--- src/rtl/stopwatch_pkg.sv ---
// Shared display constants for the stopwatch: BCD digit type, refresh
// default and active-low segment patterns ordered {g,f,e,d,c,b,a}.
package stopwatch_pkg;

    typedef logic [3:0] bcd_t;

    // 100 MHz clock / 100000 = 1 kHz per digit slot.
    localparam int REFRESH_100MHZ = 100000;

    localparam logic [6:0] SEG_0    = 7'b1000000;
    localparam logic [6:0] SEG_1    = 7'b1111001;
    localparam logic [6:0] SEG_2    = 7'b0100100;
    localparam logic [6:0] SEG_3    = 7'b0110000;
    localparam logic [6:0] SEG_4    = 7'b0011001;
    localparam logic [6:0] SEG_5    = 7'b0010010;
    localparam logic [6:0] SEG_6    = 7'b0000010;
    localparam logic [6:0] SEG_7    = 7'b1111000;
    localparam logic [6:0] SEG_8    = 7'b0000000;
    localparam logic [6:0] SEG_9    = 7'b0010000;
    localparam logic [6:0] SEG_DASH = 7'b0111111;
    localparam logic [6:0] SEG_OFF  = 7'b1111111;

endpackage

--- src/rtl/sevenseg_scan_driver_if.sv ---
// Capture inputs and display outputs of the 7-segment scan driver.
// master = producer/observer side, slave = the driver itself.
interface sevenseg_scan_driver_if #(
    parameter int N_DIGITS = 8
);
    logic                  enable;
    logic                  load;
    logic [4*N_DIGITS-1:0] digits_in;
    logic [N_DIGITS-1:0]   dp_in;
    logic [N_DIGITS-1:0]   an;
    logic [6:0]            seg;
    logic                  dp;
    logic                  frame_done;

    modport master (
        output enable, load, digits_in, dp_in,
        input  an, seg, dp, frame_done
    );

    modport slave (
        input  enable, load, digits_in, dp_in,
        output an, seg, dp, frame_done
    );
endinterface

--- src/rtl/bcd_to_7seg.sv ---
// BCD to active-low 7-segment decoder; non-decimal codes show a dash.
module bcd_to_7seg
    import stopwatch_pkg::*;
(
    input  bcd_t       bcd_i,
    output logic [6:0] seg_o
);

    // Straight table lookup, codes 10..15 fall through to the dash.
    always_comb begin
        case (bcd_i)
            4'd0:    seg_o = SEG_0;
            4'd1:    seg_o = SEG_1;
            4'd2:    seg_o = SEG_2;
            4'd3:    seg_o = SEG_3;
            4'd4:    seg_o = SEG_4;
            4'd5:    seg_o = SEG_5;
            4'd6:    seg_o = SEG_6;
            4'd7:    seg_o = SEG_7;
            4'd8:    seg_o = SEG_8;
            4'd9:    seg_o = SEG_9;
            default: seg_o = SEG_DASH;
        endcase
    end

endmodule

--- src/rtl/sevenseg_scan_driver.sv ---
// Time-multiplexed common-anode 7-segment driver. New data is staged in a
// pending register and only promoted to the display register at a frame
// boundary, so a single scan never mixes old and new digits.
module sevenseg_scan_driver
    import stopwatch_pkg::*;
#(
    parameter int N_DIGITS    = 8,
    parameter int REFRESH_DIV = REFRESH_100MHZ,
    parameter int GUARD       = 16,
    parameter int BLANK_LZ    = 1
) (
    input logic                   clk,
    input logic                   rst,
    sevenseg_scan_driver_if.slave io
);

    localparam int CW = (REFRESH_DIV > 1) ? $clog2(REFRESH_DIV) : 1;
    localparam int IW = (N_DIGITS > 1) ? $clog2(N_DIGITS) : 1;
    localparam logic [CW-1:0] CNT_LAST = CW'(REFRESH_DIV - 1);
    localparam logic [IW-1:0] IDX_LAST = IW'(N_DIGITS - 1);
    localparam logic [CW-1:0] GUARD_C  = CW'(GUARD);

    logic [CW-1:0]             cnt_q, cnt_d;
    logic [IW-1:0]             idx_q, idx_d;
    bcd_t [N_DIGITS-1:0]       pend_dig_q, pend_dig_d;
    bcd_t [N_DIGITS-1:0]       disp_dig_q, disp_dig_d;
    logic [N_DIGITS-1:0]       pend_dp_q, pend_dp_d;
    logic [N_DIGITS-1:0]       disp_dp_q, disp_dp_d;
    logic                      pend_vld_q, pend_vld_d;
    logic [N_DIGITS-1:0]       an_q, an_d;
    logic [6:0]                seg_q, seg_d;
    logic                      dp_q, dp_d;
    logic                      fd_q, fd_d;

    logic                      wrap;
    logic                      xfer;
    logic                      zero_run;
    logic [N_DIGITS-1:0]       lz;
    bcd_t                      cur_dig;
    logic [6:0]                cur_seg;

    // Slot counter and digit index; both parked at 0 while disabled.
    always_comb begin
        cnt_d = cnt_q;
        idx_d = idx_q;
        wrap  = 1'b0;
        if (!io.enable) begin
            cnt_d = '0;
            idx_d = '0;
        end else if (cnt_q == CNT_LAST) begin
            cnt_d = '0;
            if (idx_q == IDX_LAST) begin
                idx_d = '0;
                wrap  = 1'b1;
            end else begin
                idx_d = idx_q + 1'b1;
            end
        end else begin
            cnt_d = cnt_q + 1'b1;
        end
    end

    // Capture into pending; promote old pending to display at the frame
    // boundary (or at once while dark). A coincident load re-arms pending.
    always_comb begin
        xfer       = pend_vld_q && (wrap || !io.enable);
        pend_dig_d = pend_dig_q;
        pend_dp_d  = pend_dp_q;
        pend_vld_d = pend_vld_q;
        disp_dig_d = disp_dig_q;
        disp_dp_d  = disp_dp_q;
        if (xfer) begin
            disp_dig_d = pend_dig_q;
            disp_dp_d  = pend_dp_q;
            pend_vld_d = 1'b0;
        end
        if (io.load) begin
            pend_dig_d = io.digits_in;
            pend_dp_d  = io.dp_in;
            pend_vld_d = 1'b1;
        end
    end

    // Leading-zero mask: digit i>0 blanks when it and everything above it
    // is a zero with no decimal point. Digit 0 always shows.
    always_comb begin
        lz       = '0;
        zero_run = 1'b1;
        for (int i = N_DIGITS - 1; i > 0; i--) begin
            zero_run = zero_run & (disp_dig_q[i] == 4'd0) & ~disp_dp_q[i];
            lz[i]    = zero_run & (BLANK_LZ != 0);
        end
    end

    assign cur_dig = disp_dig_q[idx_q];

    bcd_to_7seg u_dec (
        .bcd_i (cur_dig),
        .seg_o (cur_seg)
    );

    // Next output values: anode held off for the guard window at slot start.
    always_comb begin
        an_d  = '1;
        seg_d = cur_seg;
        dp_d  = ~disp_dp_q[idx_q];
        fd_d  = wrap;
        if (io.enable && (cnt_q >= GUARD_C)) an_d[idx_q] = 1'b0;
        if (lz[idx_q]) begin
            seg_d = SEG_OFF;
            dp_d  = 1'b1;
        end
    end

    // State and registered outputs; async reset blanks the display at once.
    always_ff @(posedge clk or negedge rst) begin
        if (!rst) begin
            cnt_q      <= '0;
            idx_q      <= '0;
            pend_dig_q <= '0;
            pend_dp_q  <= '0;
            pend_vld_q <= 1'b0;
            disp_dig_q <= '0;
            disp_dp_q  <= '0;
            an_q       <= '1;
            seg_q      <= SEG_OFF;
            dp_q       <= 1'b1;
            fd_q       <= 1'b0;
        end else begin
            cnt_q      <= cnt_d;
            idx_q      <= idx_d;
            pend_dig_q <= pend_dig_d;
            pend_dp_q  <= pend_dp_d;
            pend_vld_q <= pend_vld_d;
            disp_dig_q <= disp_dig_d;
            disp_dp_q  <= disp_dp_d;
            an_q       <= an_d;
            seg_q      <= seg_d;
            dp_q       <= dp_d;
            fd_q       <= fd_d;
        end
    end

    assign io.an         = an_q;
    assign io.seg        = seg_q;
    assign io.dp         = dp_q;
    assign io.frame_done = fd_q;

endmodule

--- src/flat_wrapper.sv ---
// flat-port wrapper written by rule: the top's interface ports become plain ports
module sevenseg_scan_driver_flat import stopwatch_pkg::*;
#(
    parameter int N_DIGITS    = 8,
    parameter int REFRESH_DIV = REFRESH_100MHZ,
    parameter int GUARD       = 16,
    parameter int BLANK_LZ    = 1
)
  (clk, rst, io_enable, io_load, io_digits_in, io_dp_in, io_an, io_seg, io_dp, io_frame_done);
  sevenseg_scan_driver_if #(.N_DIGITS(N_DIGITS)) io_i ();
  input logic clk;
  input logic rst;
  input wire logic [$bits(io_i.enable)-1:0] io_enable;
  input wire logic [$bits(io_i.load)-1:0] io_load;
  input wire logic [$bits(io_i.digits_in)-1:0] io_digits_in;
  input wire logic [$bits(io_i.dp_in)-1:0] io_dp_in;
  output wire logic [$bits(io_i.an)-1:0] io_an;
  output wire logic [$bits(io_i.seg)-1:0] io_seg;
  output wire logic [$bits(io_i.dp)-1:0] io_dp;
  output wire logic [$bits(io_i.frame_done)-1:0] io_frame_done;
  assign io_i.enable = io_enable;
  assign io_i.load = io_load;
  assign io_i.digits_in = io_digits_in;
  assign io_i.dp_in = io_dp_in;
  assign io_an = io_i.an;
  assign io_seg = io_i.seg;
  assign io_dp = io_i.dp;
  assign io_frame_done = io_i.frame_done;
  sevenseg_scan_driver #(.N_DIGITS(N_DIGITS), .REFRESH_DIV(REFRESH_DIV), .GUARD(GUARD), .BLANK_LZ(BLANK_LZ)) u_core (.clk(clk), .rst(rst), .io(io_i));
endmodule
--- config.mk ---
export PLATFORM = sky130hd
export DESIGN_NAME = sevenseg_scan_driver_flat
export DESIGN_NICKNAME = d
export VERILOG_FILES = /design/src/rtl/stopwatch_pkg.sv /design/src/rtl/sevenseg_scan_driver_if.sv /design/src/rtl/bcd_to_7seg.sv /design/src/rtl/sevenseg_scan_driver.sv /design/src/flat_wrapper.sv
export SDC_FILE = /design/constraint.sdc
export NUM_CORES = 1
export LEC_CHECK = 0
export BUFFER_PORTS_ARGS = -buffer_cell sky130_fd_sc_hd__clkbuf_2
export CORE_ASPECT_RATIO = 0.5
export CORE_UTILIZATION = 45
export DETAILED_ROUTE_END_ITERATION = 10
export GPL_ROUTABILITY_DRIVEN = 1
export GPL_TIMING_DRIVEN = 0
export PLACE_DENSITY = 0.62
export RECOVER_POWER = 50
export SKIP_CTS_REPAIR_TIMING = 1
export SLEW_MARGIN = 20
export SYNTH_ARGS = -nofsm -noshare
export SYNTH_HDL_FRONTEND = slang
export SYNTH_HIERARCHICAL = 1
export SYNTH_SLANG_ARGS = --single-unit
export TNS_END_PERCENT = 5
--- constraint.sdc ---
create_clock -name clk -period 8 [get_ports clk]
set_input_delay 0 -clock clk [delete_from_list [all_inputs] [get_ports clk]]
set_output_delay 0 -clock clk [all_outputs]
set_load 0.03 [all_outputs]
* After elaboration in Yosys (flattened, before gate mapping)
Memory sizes are Yosys's and may differ from the RTL's.
Cells that the tools add are included.
** Operators by class
- Mux-type cells :: 21
- Equality and inequality tests :: 3
- Reductions and logical operators :: 13
- Bitwise operators :: 22
- $add $sub $neg :: 2
- Order comparisons :: 3
** Operator list (count)
- 2-to-1 mux 17 bit :: 2
- logical NOT 4 bit :: 7
- adder 17 x 1 -> 17 bit, second input constant :: 1
- equality test 17 bit, second input constant :: 1
- greater-or-equal comparator 17 x 5 -> 1 bit, second input constant :: 1
- bitwise AND 1 bit :: 13
- binary-select mux 4 bit (select 3 bit) :: 1
- 2-to-1 mux 1 bit :: 9
- 2-to-1 mux 3 bit :: 3
- 2-to-1 mux 8 bit :: 1
- inverter 1 bit :: 8
- inverter 8 bit :: 1
- 2-to-1 mux 7 bit :: 1
- binary-select mux 1 bit (select 3 bit) :: 2
- < comparator 3 x 4 -> 1 bit, second input constant :: 1
- 2-to-1 mux 4 bit :: 1
- adder 3 x 1 -> 3 bit, second input constant :: 1
- demux 1 bit (select 3 bit) :: 1
- equality test 3 bit, second input constant :: 1
- greater-or-equal comparator 3 x 1 -> 1 bit, second input constant :: 1
- logical AND 1 bit :: 3
- != test 2 x 1 -> 1 bit, second input constant :: 1
- nonzero test 2 bit :: 1
- logical NOT 1 bit :: 1
- logical OR 1 bit :: 1
** Word-level totals
- Memories :: 1
- Word-level logic and storage cells :: 90
- Flip-flop bits (word level) :: 118
- Output and inout port bits :: 17
- Memory bits (read-only) :: 112
** Memories
- (no name shown) :: depth 16, width 7, read ports 1, clocked after memory_dff 0, write ports 0, RTL line bcd_to_7seg.sv:11 : case (bcd_i)

* Longest topological paths before layout
Gate-level depths: netlist of the first run.
- Depth after elaboration :: 17
- Mapped depth :: 10
- Depth with buffers taken out :: 8

* Hierarchy
Netlist of the first run, hierarchy kept.
** Modules (own cells, without submodules)
- sevenseg_scan_driver :: instances 1, area an instance 5086.1 µm², cells each 371, sequential area each 2972.9 µm²
- bcd_to_7seg :: instances 1, area an instance 224.0 µm², cells each 31, sequential area each 0.0 µm²

* Worst setup path after synthesis of the first run
OpenSTA, ideal clock, no wires.
- Path kind :: reg2reg
- From :: register u_core.idx_q[0]
- To :: register u_core.seg_q[3], in the netlist u_core/io.seg[3]
- Library setup time :: 0.105 ns
- Data required time :: 7.895 ns
- Cell stages (with the launch flop) :: 11
- Arrival :: 2.441 ns
- Setup slack :: 5.454 ns
- Cells stage by stage :: dfrtp_1 -> clkbuf_1 -> buf_2 -> mux4_2 -> mux2_2 -> inv_1 -> ha_1 -> and3b_1 -> a21oi_1 -> inv_1 -> o41ai_1
** Between the ends
- Word-level cells in the longest chain between the ends :: 4
- Elaborated cells on any way between the ends :: 6
- Those cells by class :: mux: 5; memory: 1
** RTL lines
- start, declared :: RTL line sevenseg_scan_driver.sv:24 : logic [IW-1:0] idx_q, idx_d;
- start signal, assigned :: RTL line sevenseg_scan_driver.sv:131 : idx_q <= idx_d;
- binary-select mux 4 bit (select 3 bit) :: RTL line sevenseg_scan_driver.sv:95 : assign cur_dig = disp_dig_q[idx_q];
- 2-to-1 mux 4 bit (implied by the code) :: RTL line sevenseg_scan_driver.sv:95
- named net u_core.cur_dig[1] :: RTL line sevenseg_scan_driver.sv:39 : bcd_t cur_dig;
- memory (16 x 7 bit)
- named net u_core.cur_seg[3] :: RTL line sevenseg_scan_driver.sv:40 : logic [6:0] cur_seg;
- 2-to-1 mux 7 bit :: RTL line sevenseg_scan_driver.sv:109 : if (lz[idx_q]) begin
- named net u_core.seg_d[3] :: RTL line sevenseg_scan_driver.sv:31 : logic [6:0] seg_q, seg_d;
- end signal, assigned :: RTL line sevenseg_scan_driver.sv:138 : seg_q <= seg_d;
- end, declared :: RTL line sevenseg_scan_driver.sv:31
The timed path passes the listed nets, and every way through them passes these cells. The select of a mux whose other input is x is not followed.
A chain may end at the register's enable or synchronous reset.

* Worst setup path in the final report of the first run
Same ends and word-level chain as after synthesis.

==> results.py, run 1 <==
metrics = {
    "outcome": {
        "status": "complete, but fails checks",
        "violations": "capacitance limit, slew limit",
    },
    "synthesis": {
        "synth.area.top_cells": "dfrtp_1 48%, mux2_2 17%, dfstp_2 7.9%, mux4_2 3.8%, ha_1 2.1%",
        "ys_seq_area_share_pct": 55.98,
        "synth_area_sq_um": 5310,
        "synth_top_area_share_pct": 48.07,
        "syn_nets": 455,
        "synth_top_area_cell": "dfrtp_1",
        "yosysWarningCount": 6,
        "ys_seq_elements": 118,
        "async_flop_share_pct": 100.0,
        "ys.flop_type": "dfrtp_1",
        "avgSynthCellArea_sq_um": 13.21,
        "netlist_instances": 402,
        "synth_edf_count": 0,
        "synth_cell_types": 49,
    },
    "final_layout": {
        "fin_util_pct": 61.22,
        "final_cell_area_sq_um": 6887,
        "drive_above_1_share_pct": 38.81,
        "num_antenna_cells": 0,
        "nNetsFinal": 576,
        "syn_to_final_growth_pct": 29.69,
        "n_fill_cell": 905,
        "instances_no_fill": 695,
    },
    "worst_setup_path": {
        "worstSetupEndpointType": "flip-flop",
        "crit_arrival_ns": 3.15,
        "worst-path-max-fanout": 10,
        "critical_path_class": "reg -> reg",
        "reg2reg_depth": 10,
        "cp.required_ns": 8.28,
        "cp-start-kind": "flip-flop",
    },
    "detailed_routing": {
        "wire_per_inst_microns": 15.60,
        "drtAntennaViolNets": 0,
        "drt-initial-drc-count": 167,
        "dr.pass1.iters": 4,
        "route.detailed.drc": 0,
        "num_vias": 3598,
        "viasPerCell": 5.177,
        "drt_wl_total_microns": 10840,
    },
    "hold_path": {
        "hold_class": "in -> reg",
        "worst_hold_path.num_cells": 2,
    },
    "timing": {
        "max_freq_mhz": 348.3,
        "finClkSkew_ns": 0.007249,
        "tightest_slew_ns": 1.777,
        "slew_violations": 31,
        "rsz0062_at_grt": "no",
        "hold_ws_ns": 0.04491,
        "setup_viol": 0,
        "fin_crit_ns": 2.871,
        "slew_headroom_pct": -18.45,
        "tns_ns": 0,
        "hold_viol": 0,
        "finalCritPeriodShare_pct": 35.89,
    },
    "die": {
        "coreArea_sq_um": 11250,
        "die_y_microns": 78.81,
        "die_area_sq_um": 12260,
        "ioPinCount": 61,
        "die-width_microns": 155.6,
        "initial_utilization_pct": 47.20,
        "placementRows": 27,
    },
    "clocking": {
        "numCtsBuffers": 17,
        "clk_transition_reported_paths_ns": 0.05,
        "clkSinkCount": 118,
        "clock_latency_ns": 0.40,
        "root_buffer": "clkbuf_16",
        "cts_tree": "yes",
        "cts_buffer_depth": 2,
        "cts_htree_levels": 4,
    },
    "global_routing": {
        "grt_pass1_vias": 3421,
        "grt_remaining_overflow": 0,
        "grt_pass1_wl_microns": 17280,
        "grtUsageTotal_pct": 18.80,
        "grt_max_degree": 89,
        "antenna_found_initial": 0,
    },
    "pwr": {
        "pwr_density_cell_nw_per_um2": 257.9,
        "leakage_nw": 2.986,
        "irDropWorstVdd_v": 0.0001106,
    },
    "place": {
        "io_buffer_count": 59,
        "placed_cell_area_sq_um": 5841,
        "hpwl_microns": 7358,
        "placed_cells": 621,
        "place_congestion": 0.7985,
    },
    "flow_run": {
        "drv_cap": 1,
    },
}
registers in the layout, indices dropped and copies added, names as in the netlist:
name	count
u_core/disp_dig_q	32
u_core/pend_dig_q	32
u_core/cnt_q	17
u_core/disp_dp_q	8
u_core/io.an	8
u_core/pend_dp_q	8
u_core/io.seg	7
u_core/idx_q	3
u_core/io.dp	1
u_core/io.frame_done	1
u_core/pend_vld_q	1
through the flow:
| step | total power, W | worst slack [ns] |
|---|---|---|
| final | 0.001776 | 5.129 |
| after global routing | 0.001849 | 4.889 |
| after CTS | 0.001781 | 5.107 |
| after detailed placement | 0.0009647 | 5.128 |
| after global placement | 0.0009576 | 5.150 |
| after floorplan | 0.0008864 | 5.454 |
routing by layer:
| layer | global-route usage, % | up-vias | share of wire, % |
|---|---|---|---|
| met3 | 5.022 | 12 | 4.1 |
| met2 | 28.52 | 60 | 47 |
| li1 | - | 1710 | - |
| met1 | 26.29 | 1816 | 48 |
| met4 | 6.176 | 0 | 0.73 |
| met5 | 0 | - | 0 |
cell type report:
class / count / area (sq um) / area share (%)
inverter: 18 / 67.56 / 0.9811
multi-input combinational: 247 / 2171 / 31.52
buffer: 19 / 98.84 / 1.435
clock inverter: 8 / 143.9 / 2.089
sequential: 118 / 2973 / 43.17
clock buffer: 24 / 491.7 / 7.140
timing repair buffer: 102 / 742.0 / 10.77
tap: 159 / 198.9 / 2.889
report_power, final:
group	switching, W	internal (W)
sequential	0.0000502	0.000681
combinational	0.000112	0.000127
clock	0.000253	0.000553
logic make-up (layout without fill, tap and decap cells):
group / Yosys count / in the layout / share of synthesized area, %
AOI/OAI and AO/OA: 41 / 41 / 5.113
xor gates and xnor gates: 10 / 10 / 1.650
adders and majority gates: 9 / 9 / 2.121
buffers and inverters: 37 / 171 / 3.133
DFF: 118 / 118 / 55.98
muxes: 96 / 96 / 22.50
and+or+nand+nor: 91 / 91 / 9.496
worst paths after layout:
| path | startpoint | endpoint | slack, ns |
|---|---|---|---|
| min | io_load | u_core/pend_dp_q[7] | 0.04 |
| max in group asynchronous | rst | u_core/io.seg[0] | 6.20 |
| max | u_core/idx_q[0] | u_core/io.seg[3] | 5.13 |
| min reg2reg | u_core/pend_dig_q[31] | u_core/disp_dig_q[31] | 0.50 |
| min in group asynchronous | rst | u_core/cnt_q[1] | 0.61 |
| max reg2reg | u_core/idx_q[0] | u_core/io.seg[3] | 5.13 |
layout by cell type (no fill, tap or decap), drive strengths merged, types with 5 or more instances in the layout:
master | synthesis | layout
or4 | 7 | 7
clkbuf | 10 | 93
dlygate4sd3 | 0 | 42
a21oi | 13 | 13
mux2 | 84 | 84
buf | 9 | 10
dfstp | 16 | 16
nand3 | 11 | 11
xor2 | 8 | 8
nand4 | 6 | 6
nor4 | 5 | 5
nand2 | 16 | 16
inv | 18 | 18
o41ai | 7 | 7
ha | 9 | 9
dfrtp | 102 | 102
mux4 | 10 | 10
o21ai | 10 | 10
nor2 | 18 | 18
Yosys cell counts (4+ instances only):
cell,n
o41ai_1,7
or3_1,4
ha_1,9
o21ai_0,9
nand4_1,5
inv_1,18
mux2_2,82
nor2_1,18
or4_1,7
dfrtp_1,102
dfstp_2,16
nand2_1,16
nor4_1,5
buf_4,4
mux4_2,9
a21oi_1,13
xor2_1,8
clkbuf_1,9
nand3_1,11
critical path, cell delays in order, from the launching register on:
cell,delay (ns)
dfrtp_1,0.34
clkbuf_1,0.39
buf_2,0.38
mux4_2,0.54
mux2_2,0.34
inv_1,0.11
ha_1,0.25
and3b_1,0.17
a21oi_1,0.11
inv_1,0.05
o41ai_1,0.06
No activity file was read; power rests on OpenSTA's default activity.
==> run 2: changes to the inputs <==
Settings changed: ABC_AREA set to 1, PLACE_DENSITY 0.62 to 0.64.
Clock period 8 ns to 2.3 ns, I/O delays scaled along.
==> run 2 against run 1 <==
The flow still finishes with violations (capacitance limit, slew limit). Highest routed layer unchanged. Clock-buffer cell count decreased by 4. Utilization is 0.84 points lower. Critical path type unchanged. Maximum frequency up 36%. Hold slack better by 0.13 ns.
==> results.py, run 2 <==
metrics = {
    "detailed_routing": {
        "viasPerCell": 4.907,
        "route.detailed.drc": 0,
        "drt-initial-drc-count": 390,
        "drtAntennaViolNets": 0,
        "drt_wl_total_microns": 13470,
        "num_vias": 4848,
        "dr.pass1.iters": 5,
        "wire_per_inst_microns": 13.63,
    },
    "global_routing": {
        "antenna_found_initial": 0,
        "top_usage_layer": "met2",
        "grt_pass1_vias": 4491,
        "grt_remaining_overflow": 0,
        "grtUsageTotal_pct": 23.09,
        "grt_max_degree": 85,
        "met1_usage_pct": 32.15,
        "grt.met3_usage_pct": 5.181,
        "grt_util_met2_pct": 35.39,
        "grt_pass1_wl_microns": 22110,
    },
    "timing": {
        "finClkSkew_ns": 0.008146,
        "fin_crit_ns": 2.105,
        "rsz0062_at_grt": "no",
        "max_freq_mhz": 475.0,
        "setup_ws_ns": 0.1946,
        "slew_violations": 35,
        "slew_headroom_pct": -28.49,
        "hold_viol": 0,
        "finalCritPeriodShare_pct": 91.54,
        "setup_viol": 0,
        "tightest_slew_ns": 1.927,
    },
    "worst_setup_path": {
        "crit_arrival_ns": 2.44,
        "r2r_end": "u_core/io.seg[3]",
        "r2r-start": "u_core/idx_q[1]",
        "worst-path-max-fanout": 7,
        "cp-start-kind": "flip-flop",
        "cp.required_ns": 2.63,
        "critical_path_class": "reg -> reg",
        "reg2reg_depth": 12,
        "rrSetupSlack_ns": 0.19,
        "worstSetupEndpointType": "flip-flop",
    },
    "pwr": {
        "pwr_density_cell_nw_per_um2": 914.1,
        "clkPwrFrac_pct": 44.5,
        "report.power.total_w": 0.006555,
        "p_int_w": 0.004737,
        "p_sw_w": 0.001818,
        "irDropWorstVdd_v": 0.0004482,
        "p_sw_share_pct": 27.73,
        "leakage_nw": 3.700,
        "pwr-share-comb_pct": 16.8,
        "seq_power_share_pct": 38.6,
    },
    "place": {
        "place_congestion": 0.8924,
        "io_buffer_count": 59,
        "pre_cts_ws_ns": -0.01263,
        "hpwl_microns": 9386,
    },
    "outcome": {
        "violations": "capacitance limit, slew limit",
        "status": "complete, but fails checks",
    },
    "hold_path": {
        "min_delay_worst_endpoint": "u_core/pend_dp_q[7]",
        "hold_class": "in -> reg",
        "worst_hold_path.num_cells": 4,
        "hold_start": "io_load",
    },
    "synthesis": {
        "synth_cell_types": 30,
        "synth_top_area_share_pct": 46.22,
        "avgSynthCellArea_sq_um": 8.016,
        "ys_seq_elements": 118,
        "synth_common_cells": "278 x nand2_1, 102 x dfrtp_1, 66 x nor2_1",
        "synth.area.top_cells": "dfrtp_1 46%, nand2_1 19%, dfstp_2 7.6%, nand3_1 5.9%, nor2_1 4.5%",
        "syn_nets": 742,
        "netlist_instances": 689,
        "async_flop_share_pct": 100.0,
        "synth_top_area_cell": "dfrtp_1",
        "synth_edf_count": 0,
        "ys.flop_type": "dfrtp_1",
        "yosysWarningCount": 6,
        "synth_most_common_cell": "nand2_1",
        "synth_area_sq_um": 5523,
        "ys_seq_area_share_pct": 53.83,
    },
    "flow_run": {
        "drv_cap": 1,
    },
    "clocking": {
        "clock_latency_ns": 0.41,
        "root_buffer": "clkbuf_16",
        "numCtsBuffers": 17,
        "cts_buffer_depth": 2,
        "clk_transition_reported_paths_ns": 0.06,
        "cts_htree_levels": 4,
        "cts_tree": "yes",
        "clkSinkCount": 118,
    },
    "die": {
        "initial_utilization_pct": 46.50,
        "coreArea_sq_um": 11880,
        "ioPinCount": 61,
        "die-width_microns": 158.7,
        "die_y_microns": 80.34,
        "placementRows": 28,
        "die_area_sq_um": 12750,
    },
    "final_layout": {
        "num_antenna_cells": 0,
        "nNetsFinal": 863,
        "drive_above_1_share_pct": 16.40,
        "syn_to_final_growth_pct": 29.84,
        "final_cell_mix": "278 x nand2_1, 101 x dfrtp_1, 65 x nand3_1, 63 x nor2_1, 59 x clkbuf_2",
        "top_regs": "u_core/disp_dig_q x32, u_core/pend_dig_q x32, u_core/cnt_q x17",
        "final_common_cell": "nand2_1",
    },
}
## run 2: changes by cell type in the layout (fill, tap and decap cells not counted), moves of 6 or more
cell      before  now
mux2_2        82    0
nand3_1       11   65
nor3_1         3    9
o211ai_1       0    6
nor2_1        18   63
nand2_1       16  278
o41ai_1        7    0
inv_1         18   50
or4_1          7    0
a21oi_1       13    6
o21ai_0        9   16
mux4_2         9    0
## run 2: final cells by class
type                    instances  area (sq um)
plain buffers                  29         161.4
clock buffers                  20         456.7
clock inverters                12         200.2
fillers                      1085          4706
inverters                      52         195.2
multi-input cells             490          2235
flip-flops and latches        118          2974
well taps                     165         206.4
repair buffers                102         742.0
## run 2: metrics by stage
step                TNS [ns]  utilization [%]  instance area (sq um)  std cells  hold slack, ns
floorplan                  0                -                   5523        689         -0.2956
global placement      -48.95            50.73                   6025        913          0.2018
detailed placement  -0.01263            51.03                   6061        914        -0.07914
CTS                 -0.04850            56.56                   6718        946         -0.5169
global route               0            60.38                   7171        988          0.2140
finish                     0            60.38                   7171        988          0.1756
## run 2: logic make-up (layout without fill, tap and decap cells)
logic type | count (synthesis) | count (layout) | synth area share (%)
compound gates | 36 | 36 | 3.987
buf+inv | 81 | 215 | 6.366
xor+xnor | 7 | 7 | 1.110
simple gates | 438 | 438 | 32.67
fa+ha+maj | 9 | 9 | 2.039
flops | 118 | 118 | 53.83
## run 2: worst max-delay path by stage
stage	from	endpoint	depth (start not counted)
after global placement	rst	u_core/pend_dig_q[28]	1
after global routing	u_core/idx_q[0]	u_core/io.seg[3]	10
after floorplan	u_core/idx_q[0]	u_core/io.seg[3]	11
after detailed placement	u_core/idx_q[0]	u_core/io.seg[3]	11
after CTS	u_core/idx_q[2]	u_core/io.seg[3]	12
final	u_core/idx_q[1]	u_core/io.seg[3]	12
## run 2: worst max-delay path: stages, from the launching register on
cell and delay [ns]:
dfrtp_1 0.48, inv_1 0.14, nor2_4 0.22, o21a_1 0.16, o21ai_0 0.12, o2111ai_2 0.13, inv_1 0.14, ha_1 0.30
nand2_1 0.06, nand3_1 0.11, nand2_1 0.06, inv_1 0.05, nand2_1 0.05
## run 2: routing by layer
layer	wire, microns	vias up	share of wire [%]
li1	-	2417	-
met1	6620	2291	49
met2	6022	118	45
met3	625	22	4.6
met4	201	0	1.5
met5	0	-	0
## run 2: power by group through the flow
| stage | sequential [W] | clock (W) | combinational, W |
|---|---|---|---|
| floorplan | 0.00265 | 0 | 0.000582 |
| global route | 0.00256 | 0.00308 | 0.00125 |
| CTS | 0.00253 | 0.00296 | 0.00103 |
| detailed placement | 0.00256 | 0 | 0.00102 |
| global placement | 0.00255 | 0 | 0.000993 |
| finish | 0.00253 | 0.00292 | 0.00110 |
